**src/rtl/mmio_decoder_mux.sv**
```systemverilog
// MMIO address decoder and fan-out: one master, NSLV base/mask windows, with
// bus timeout, decode-error response and sticky error IRQ with fault address.
module mmio_decoder_mux #(
    parameter int unsigned           NSLV     = 8,
    parameter int unsigned           AW       = 32,
    parameter int unsigned           DW       = 32,
    parameter logic [NSLV*AW-1:0]    SLV_BASE = {NSLV{32'h0}},
    parameter logic [NSLV*AW-1:0]    SLV_MASK = {NSLV{32'hff000000}},
    parameter int unsigned           TIMEOUT  = 255,
    parameter logic [DW-1:0]         ERR_VAL  = 32'hdeadbeef
) (
    input  logic                 clk,
    input  logic                 rst_n,
    input  logic [AW-1:0]        a,
    input  logic [DW-1:0]        d,
    input  logic                 we,
    input  logic                 rd,
    output logic [DW-1:0]        spo,
    output logic                 ready,
    output logic [AW-1:0]        s_a,
    output logic [DW-1:0]        s_d,
    output logic [NSLV-1:0]      s_we,
    output logic [NSLV-1:0]      s_rd,
    input  logic [NSLV*DW-1:0]   s_spo,
    input  logic [NSLV-1:0]      s_ready,
    output logic                 err_irq,
    output logic [AW-1:0]        err_addr,
    input  logic                 err_clr
);

    localparam int unsigned SW = (NSLV > 1) ? $clog2(NSLV) : 1;

    typedef enum logic [2:0] {
        IDLE,
        DEC,
        ISS,
        GRD,
        WT
    } state_t;

    state_t          state_q;
    logic [AW-1:0]   a_q;
    logic [DW-1:0]   d_q;
    logic            we_q;
    logic            rd_q;
    logic [SW-1:0]   sel_q;
    logic [15:0]     cnt_q;
    logic [DW-1:0]   spo_q;
    logic [NSLV-1:0] s_we_q;
    logic [NSLV-1:0] s_rd_q;
    logic [AW-1:0]   s_a_q;
    logic [DW-1:0]   s_d_q;
    logic            err_irq_q;
    logic [AW-1:0]   err_addr_q;

    logic            hit_d;
    logic [SW-1:0]   sel_d;
    logic [AW-1:0]   win_mask_d;
    logic [NSLV-1:0] onehot_d;
    logic [DW-1:0]   slv_rdata;
    logic            slv_rdy;
    logic [15:0]     cnt_inc;
    logic            to_hit;
    logic            err_set;

    // Forward scan with a found flag so the lowest matching index wins.
    always_comb begin
        hit_d      = 1'b0;
        sel_d      = '0;
        win_mask_d = '0;
        for (int unsigned i = 0; i < NSLV; i++) begin
            if (!hit_d &&
                ((a_q & SLV_MASK[i*AW +: AW]) == (SLV_BASE[i*AW +: AW] & SLV_MASK[i*AW +: AW]))) begin
                hit_d      = 1'b1;
                sel_d      = SW'(i);
                win_mask_d = SLV_MASK[i*AW +: AW];
            end
        end
    end

    always_comb begin
        onehot_d = '0;
        for (int unsigned i = 0; i < NSLV; i++) begin
            onehot_d[i] = (sel_d == SW'(i));
        end
    end

    always_comb begin
        slv_rdata = '0;
        slv_rdy   = 1'b0;
        for (int unsigned i = 0; i < NSLV; i++) begin
            if (sel_q == SW'(i)) begin
                slv_rdata = s_spo[i*DW +: DW];
                slv_rdy   = s_ready[i];
            end
        end
    end

    // Saturating increment; abort fires on the cycle the count would reach TIMEOUT.
    always_comb begin
        cnt_inc = (cnt_q == '1) ? cnt_q : cnt_q + 16'd1;
        to_hit  = (TIMEOUT != 0) && (cnt_inc == 16'(TIMEOUT));
        err_set = ((state_q == DEC) && !hit_d) ||
                  ((state_q == WT) && !slv_rdy && to_hit);
    end

    always_ff @(posedge clk or negedge rst_n) begin
        if (!rst_n) begin
            state_q    <= IDLE;
            a_q        <= '0;
            d_q        <= '0;
            we_q       <= 1'b0;
            rd_q       <= 1'b0;
            sel_q      <= '0;
            cnt_q      <= '0;
            spo_q      <= '0;
            s_we_q     <= '0;
            s_rd_q     <= '0;
            s_a_q      <= '0;
            s_d_q      <= '0;
            err_irq_q  <= 1'b0;
            err_addr_q <= '0;
        end else begin
            s_we_q <= '0;
            s_rd_q <= '0;

            if (err_clr) begin
                err_irq_q <= 1'b0;
            end else if (err_set) begin
                err_irq_q <= 1'b1;
            end
            if (err_set && !err_irq_q) begin
                err_addr_q <= a_q;
            end

            case (state_q)
                IDLE: begin
                    if (we | rd) begin
                        a_q     <= a;
                        d_q     <= d;
                        we_q    <= we;
                        rd_q    <= rd & ~we;
                        state_q <= DEC;
                    end
                end
                DEC: begin
                    sel_q <= sel_d;
                    s_a_q <= a_q & ~win_mask_d;
                    s_d_q <= d_q;
                    if (hit_d) begin
                        s_we_q  <= we_q ? onehot_d : '0;
                        s_rd_q  <= rd_q ? onehot_d : '0;
                        state_q <= ISS;
                    end else begin
                        spo_q   <= ERR_VAL;
                        state_q <= IDLE;
                    end
                end
                ISS: begin
                    cnt_q   <= '0;
                    state_q <= GRD;
                end
                GRD: begin
                    state_q <= WT;
                end
                WT: begin
                    if (slv_rdy) begin
                        spo_q   <= slv_rdata;
                        state_q <= IDLE;
                    end else begin
                        cnt_q <= cnt_inc;
                        if (to_hit) begin
                            spo_q   <= ERR_VAL;
                            state_q <= IDLE;
                        end
                    end
                end
                default: state_q <= IDLE;
            endcase
        end
    end

    assign ready    = (state_q == IDLE) && !(we | rd);
    assign spo      = spo_q;
    assign s_a      = s_a_q;
    assign s_d      = s_d_q;
    assign s_we     = s_we_q;
    assign s_rd     = s_rd_q;
    assign err_irq  = err_irq_q;
    assign err_addr = err_addr_q;

endmodule

```
**config.mk**
```make
export PLATFORM = sky130hd
export DESIGN_NAME = mmio_decoder_mux
export DESIGN_NICKNAME = d
export VERILOG_FILES = /design/src/rtl/mmio_decoder_mux.sv
export SDC_FILE = /design/constraint.sdc
export NUM_CORES = 1
export LEC_CHECK = 0
export CAP_MARGIN = 20
export CORE_AREA = 5 5 181 183
export DETAILED_ROUTE_END_ITERATION = 10
export DIE_AREA = 0 0 186 188
export GPL_TIMING_DRIVEN = 0
export PLACE_DENSITY = 0.61
export SETUP_SLACK_MARGIN = 0.15
export SLEW_MARGIN = 20
export SYNTH_ARGS = -nofsm -noshare
export SYNTH_HDL_FRONTEND = slang
export SYNTH_SLANG_ARGS = --single-unit
```
**constraint.sdc**
```tcl
create_clock -name clk -period 3.5 [get_ports clk]
set_input_delay 0.875 -clock clk [delete_from_list [all_inputs] [get_ports clk]]
set_output_delay 0.875 -clock clk [all_outputs]
set_load 0.02 [all_outputs]
```
==> run summary, run 1 <==
Data on the critical path arrives at its endpoint at 2.31 ns. The library cell used most frequently in the layout, excluding fill and tap cells, is clkdlybuf4s50_1. The library cells used most frequently in the layout, excluding fill and tap cells, are 232 x clkdlybuf4s50_1, 216 x dfrtp_1, 132 x mux2_2, 34 x o21ai_0, 32 x clkbuf_1. The type of the worst min-delay path is in2async. The number of warning messages in the yosys log came out at 0. The xor and xnor fraction of the mapped netlist area came out at 0.199%. In this run the clock root is driven by a clkbuf_16. From bottom edge to top edge, the die measures 188 um. The share of synthesized area occupied by flip-flops and latches is 61.4%.

The count of H-tree levels built during CTS came out at 1. At the end of the flow the core is filled with cells to 40.7%. The highest achievable clock rate came out at 314 MHz.

Setup violations remaining at the end of the flow were counted as 0. The final cycle utilization of the critical path is 91.1%. The number of ports placed on the die boundary is 479. The data required time at the worst endpoint is 2.62 ns. The area of the die is 0.0350 sq mm. For the pin with the worst max-slew slack, the measured transition is 0.879 ns. The number of antenna violations at the first check in global routing came to 2.

The setup slack of the worst register-to-register path came out at 0.38 ns. The worst setup path is launched from a register. The finished cells cover 0.0126 sq mm.

The net count of the finished layout is 1252. The final wirelength came out at 27200 um. The first detailed-routing pass took 4 iterations. For the finished layout, the period the worst path requires is 3.19 ns.

Tracing the worst setup path back leads to its startpoint at state_q[0]. The count of final hold-check violations is 0. The power density of the placed cells came out at 884 mW/mm^2.

The netlist uses 53 different library cells. The buffer depth of the longest clock path came out at 3. The TritonCTS sink count is 216. The highest net fanout along the worst path is 10. Clock skew on the completed layout was measured at 0.00973 ns.

Of all cell types, the one taking the most synthesized area is dfrtp_1. The post-synthesis instance total is 641. The post-synthesis cell area is 0.00880 sq mm. The final weighted congestion in routability-driven placement came out at 0.799. After detailed placement, the total cell area comes to 0.0117 sq mm. The worst voltage drop across the vdd grid is 501 uV. The synthesized design contains 0 enable-type register cells. By area the synthesized netlist is led by dfrtp_1 61%, mux2_2 17%, mux2_1 3.8%. STA classifies the critical path endpoint as an output pin. The residual antenna-violating net count after detailed routing is 0.

Summing the areas of all and, or, nand and nor instances in the mapped netlist gives 6.44% of the synthesized area. During placement, the flow inserted port buffers numbering 233. The ratio of routed vias to standard cells came out at 4.65.

Dividing the detail-routed wire length by the instance count gives 20.4 um. The number of global-route vias before repair came to 6584. The latest clock arrival within the worst-skew pair is 0.52 ns.

The total leakage power is 5.09 nW. The floorplan core area came out at 0.0311 sq mm. The most used flip-flop cell after synthesis is dfrtp_1. After the first detailed-routing iteration, the DRC count stood at 350. After Yosys synthesis, full adders, half adders and majority gates account for 0.142% of the synthesized area. The share of synthesized registers carrying an async set or reset came out at 100%. The total number of vias came out at 6215. Power comes to 11.2 mW. The total grt overflow is 0. Counting the buffers created by CTS gives 26. The synthesized-area fraction occupied by ao, oa, aoi and oai cells is 7.06%.

A synthesized cell averages 13.7 sq um. For this run, design rule violations remaining after detail routing come to 0. The final count of pins violating max slew came out at 0. After synthesis, the largest family of logic cells by area is multiplexers. The clock slew at the register clock pins of the worst setup and hold paths is 0.05 ns. Entering global routing, the biggest net connects 85 pins. The post-route netlist has 22.5% of its cells at a drive strength greater than 1. Global routing used 15.3% of the available tracks across all layers.

The worst register-to-register path begins at cnt_q[0]. On the final layout, the worst hold slack is 0.267 ns. Setup repair after global routing left no endpoint under its margin. The setup path with the least slack is of type reg2out. Measured against the total synthesized area, the mux share comes to 20.9%. Hold repair after CTS inserted 0 buffers. The HPWL after detailed placement came out at 20200 um. Summed over its instances, the top area cell type makes up 61.4% of the synthesized netlist area. Once the floorplan was initialized, standard cells occupied 28.3% of the core. The synthesized flop and latch total came out at 216. The clock tree from TritonCTS is yes. From synthesis to final layout, the design area changed by 43.6%.

The run finished with clean final reports. The worst slew margin relative to its limit came out at 41.4%. The standard-cell row count is 65. The first global-routing pass estimated 41100 um of wire.

The die is 186 um wide. The tool flagged a number of max-cap violations equal to 0.
## cell usage after synthesis (all sizes together), types with 2 or more instances
library cell    n
dfrtp         216
mux2          162
o21ai          34
buf            27
o22a           25
clkbuf         24
nand2          22
a21oi          17
inv            14
nand3          13
nand4          11
nor2           11
nor3           10
and3            6
nor4            5
or3             5
nand2b          4
a31oi           3
or4             3
a22o            2
and2            2
and4            2
mux2i           2
o31ai           2
or2             2
## repair_timing
| item | in CTS | in global routing |
|---|---|---|
| pin swaps | 0 | 1 |
| endpoints found under the setup margin | 5 | 31 |
| setup buffers | 0 | 1 |
| gates resized for setup | 1 | 3 |
## flip-flops by register name, indices dropped and copies added, names as in the netlist, 3 cells and up
name / flops
a_q: 32
d_q: 32
err_addr: 32
s_a: 32
s_d: 32
spo: 32
cnt_q: 16
state_q: 3
## layer usage
layer,GRT usage [%],wire length [um]
met5,0,7
met4,2.61,369
met3,12.0,4670
met2,20.5,10600
met1,19.8,11500
## stage by stage
step                      setup TNS (ns)  std cells  setup WS, ns
final                                  0       1337         0.313
after global routing                   0       1336         0.148
after CTS                              0       1335         0.129
after detailed placement          -11.94       1291        -0.410
after global placement          -1707.94       1289         -7.89
after floorplan                        0        654         0.814
## logic make-up (layout without fill, tap and decap cells)
family | after synthesis | in the layout
buf+inv | 65 | 345
simple gates | 100 | 100
compound gates | 92 | 92
xor+xnor | 2 | 2
fa+ha+maj | 1 | 1
flops | 216 | 216
other cells | 1 | 15
mux | 164 | 164
## power by group
group	internal [mW]	switching (mW)
combinational	2.32	2.05
clock	1.69	1.03
sequential	3.51	0.582
total	7.52	3.66
## worst max-delay path, stage by stage, from the launching register on
cell and delay, ns:
dfrtp_1 0.36, clkbuf_1 0.23, nor3_4 0.29, nor3b_2 0.27, clkdlybuf4s50_1 0.65
## final cells by class
type,instances,area [sq um]
flip-flops and latches,216,5410
inverters,14,52.6
well taps,402,503
diodes,1,2.50
fillers,2975,18400
clock buffers,39,751
plain buffers,51,280
repair buffers,236,2410
clock inverters,5,104
multi-input cells,373,3140
## final timing paths
check | end | cells after the start
setup / recovery | ready | 4
setup reg to reg | err_addr[14] | 11
hold / removal | d_q[28] | 1
min in group clk | err_addr[21] | 1
max in group asynchronous | spo[20] | 2
hold reg to reg | err_addr[21] | 1
Note: power is estimated with default switching activity, not from simulation.
==> inputs of run 2 (changes only) <==
- CTS_CLUSTER_SIZE: default -> 20
- SKIP_CTS_REPAIR_TIMING: default -> 1
==> results of run 2 <==
No change in the layout: final DEF, timing and power equal those of run 1.
==> inputs of run 3 (changes only) <==
- ABC_CLOCK_PERIOD_IN_PS: default -> 3500
- CORE_AREA: 5 5 181 183 -> default
- CORE_MARGIN: default -> 10
- CORE_UTILIZATION: default -> 29
- DIE_AREA: 0 0 186 188 -> default
- PLACE_DENSITY: 0.61 -> 0.62
==> run 3 against run 2 <==
Effect of this change:
- flip-flop and latch count unchanged
- cell count down 0.97%
- clock-buffer cell count down 4
- clock power about the same
- combinational power about the same
- utilization up 1.7 points
- via count down 1.0%
- hold slack worse by 0.015 ns
- global-route usage down 2.2 points
- clock skew up 0.010 ns
- fmax up 0.51%
- wire length down 6.6%
- critical endpoint is now err_addr[1]
==> run summary, run 3 (same netlist as run 1, synthesis figures left out) <==
Status: finished, final reports clean (unchanged). The worst flop-to-flop path startpoint is cnt_q[0] (unchanged). The number of antenna violations at the first check in global routing came to 2 (unchanged). The total of fill cells in the finished design came to 2825 (was 2975). The height of the chip was 194 um (was 188 um). The number of ports placed on the die boundary came out at 479 (unchanged). The overall global routing resource usage is 13.1% (was 15.3%). The antenna diode count is 0 (was 1). The buffer depth of the longest clock path came out at 3 (unchanged). The master of the slowest instance on the critical path is nor4_4 (was clkdlybuf4s50_1). The clock tree from TritonCTS is yes (unchanged).

The number of optimization iterations in the first detailed-route pass is 4 (unchanged). The capture point of the worst path is err_addr[1] (was ready). The cell chosen for the clock root is clkbuf_16 (unchanged). The data arrival at the endpoint of the critical path is 3.60 ns (was 2.31 ns). The multi-input gate area in the final layout is 0.00314 sq mm (unchanged). The ratio of routed vias to standard cells was 4.65 (about the same).

The overall die width is 194 um (was 186 um). The latest clock arrival within the worst-skew pair is 0.55 ns (was 0.52 ns). The worst-margin pin slew came to 0.740 ns (was 0.879 ns). The path length in cells of the critical path is 10 (was 4). The number of max-capacitance violations reported came out at 0 (unchanged). The share of power burned in the clock network came out at 24.4% (was 24.3%). The flip-flop and latch area is 0.00541 sq mm (unchanged). The number of standard cells in the layout, taps in and fillers out is 1324 (was 1337).

The HPWL after detailed placement was 18600 um (was 20200 um). Unrepaired setup endpoints after global routing: no (unchanged). The final weighted congestion in routability-driven placement is 0.816 (was 0.799). The TritonCTS sink count was 216 (unchanged). The top cell family by delay on the critical path is compound AO/OA/AOI/OAI gates (was buffers and inverters). The part of the total power dissipated in sequential elements is 36.4% (was 36.6%). The final non-filler cell area came to 0.0126 sq mm (about the same).

The pin count of the biggest net entering global routing came out at 95 (was 85). The initial standard-cell utilization of the core is 29.5% (was 28.3%). The total grt overflow came out at 0 (unchanged). The final period demand of the worst path is 3.17 ns (was 3.19 ns).

The fraction of final layout cells with drive strength greater than 1 is 23.0% (was 22.5%). The highest net fanout along the worst path is 10 (unchanged). The combinational fraction of design power came to 39.2% (was 39.1%). The final count of pins violating max slew is 0 (unchanged). The internal portion of total power is 7.45 mW (was 7.52 mW). The standard-cell row count is 63 (was 65). The number of global-route vias before repair is 6556 (was 6584). The global-route wire length before repair is 39800 um (was 41100 um). The final number of setup-violating endpoints came to 0 (unchanged). The critical setup path kind was reg2reg (was reg2out). The worst voltage drop across the vdd grid came out at 580 uV (was 501 uV).

The highest achievable clock rate is 315 MHz (was 314 MHz). The type of the worst min-delay path was in2async (unchanged). The total clock buffers created by CTS is 27 (was 26).

The power spent charging and discharging nets is 3.71 mW (was 3.66 mW). The number of DRC violations after detailed-routing iteration 0 came out at 239 (was 350). The clock tree skew after final layout came out at 0.0201 ns (was 0.00973 ns). The final cycle utilization of the critical path came to 90.6% (was 91.1%). The end of the worst register-to-register path is err_addr[1] (was err_addr[14]). The instance count after placement with tap cells included is 1279 (was 1291). The final net count is 1252 (unchanged). Cell chain of the critical path: ha_1 -> buf_2 -> nand4_1 -> nor4_4 -> o211ai_1 -> a221oi_2 -> nand4_1 -> a21oi_4 -> buf_6 -> mux2_1 (was clkbuf_1 -> nor3_4 -> nor3b_2 -> clkdlybuf4s50_1). The count of unresolved DRC violations after routing came out at 0 (unchanged).

The total leakage power came to 5.10 nW (was 5.09 nW). The total number of vias came out at 6150 (was 6215). The relative area change from synthesis to final layout is 43.4% (was 43.6%). The commonest non-fill, non-tap cell in the layout is clkdlybuf4s50_1 (unchanged). The number of buffer and inverter instances along the worst setup path is 2 (unchanged). The power density of the placed cells came out at 884 mW/mm^2 (about the same). The post-detailed-route wirelength per cell is 19.2 um (was 20.4 um). The number of port buffers was 233 (unchanged).

The final wirelength came out at 25400 um (was 27200 um). The nature of the critical path startpoint was a register (unchanged). The residual antenna-violating net count after detailed routing is 0 (unchanged). The count of final hold-check violations is 0 (unchanged).

The net switching fraction of the power is 33.3% (was 32.7%). The clock slew at the register clock pins of the worst setup and hold paths came out at 0.06 ns (was 0.05 ns). The setup slack of the worst register-to-register path is 0.33 ns (was 0.38 ns). The area of the die came out at 0.0377 sq mm (was 0.0350 sq mm). The nature of the critical path endpoint is a register (was output pin). The logic depth of the worst register-to-register path came to 10 (was 11). The count of H-tree levels built during CTS is 1 (unchanged). The post-place instance area came out at 0.0117 sq mm (about the same). The peak per-stage delay on the critical path came to 0.44 ns (was 0.65 ns). The floorplan core area came out at 0.0298 sq mm (was 0.0311 sq mm).

The final sum of negative setup slack came out at 0 ns (unchanged). The worst slew margin relative to its limit came out at 50.7% (was 41.4%). In this design, the critical path's most frequently occurring cell is nand4_1. The data required time at the worst endpoint came out at 3.93 ns (was 2.62 ns). Commonest cells after routing, fill and taps aside: 231 x clkdlybuf4s50_1, 216 x dfrtp_1, 132 x mux2_2, 34 x o21ai_0, 30 x mux2_1 (was 232 x clkdlybuf4s50_1, 216 x dfrtp_1, 132 x mux2_2, 34 x o21ai_0, 32 x clkbuf_1).

The startpoint of the worst setup timing path is cnt_q[0] (was state_q[0]).
[run 3: worst register-to-register path: stages (launching register included)]
cell	delay, ns
dfrtp_1	0.41
ha_1	0.19
buf_2	0.21
nand4_1	0.16
nor4_4	0.44
o211ai_1	0.18
a221oi_2	0.30
nand4_1	0.23
a21oi_4	0.36
buf_6	0.23
mux2_1	0.34
[run 3: metrics by stage]
| step | hold WS [ns] | util [%] | power (mW) | setup WS (ns) |
|---|---|---|---|---|
| after floorplan | 0.458 | - | 6.49 | 0.814 |
| after global placement | 0.467 | 39.2 | 8.50 | -7.95 |
| after detailed placement | 0.474 | 39.4 | 8.58 | -0.303 |
| after CTS | 0.236 | 42.3 | 11.4 | -0.0878 |
| after global routing | 0.264 | 42.4 | 11.8 | 0.161 |
| final | 0.252 | 42.4 | 11.2 | 0.329 |
[run 3: worst min-delay path by stage]
stage                       from            to  cells past startpoint
floorplan                   we_q          we_q                      1
global placement    err_addr[18]  err_addr[18]                      1
detailed placement   err_addr[7]   err_addr[7]                      1
CTS                        rst_n       a_q[14]                      1
global route               rst_n       a_q[15]                      1
finish                     rst_n       a_q[14]                      1
[run 3: area by class of cell]
class,instances,area share [%]
clock inverters,10,0.981
inverters,14,0.416
repair buffers,235,19.0
flip-flops and latches,216,42.8
clock buffers,35,5.91
multi-input cells,373,24.8
plain buffers,51,2.22
well taps,390,3.86
[run 3: power groups by stage]
| stage | Combinational (mW) | Clock [mW] | Sequential, mW |
|---|---|---|---|
| 3_3_place_gp | 4.41 | 0 | 4.09 |
| 3_5_place_dp | 4.46 | 0 | 4.12 |
| 4_1_cts | 4.47 | 2.83 | 4.09 |
| 5_1_grt | 4.71 | 2.92 | 4.22 |
| 6_report | 4.38 | 2.72 | 4.07 |
| 2_1_floorplan | 1.79 | 0 | 4.70 |
[run 3: per-layer routing]
metal  vias up  share of wire, %  GRT usage [%]
met5         -             0.028              0
met4         2               2.1           2.98
met3        39                12           7.07
met2       232                45           20.8
met1      3044                41           15.2
li1       2833                 -              -
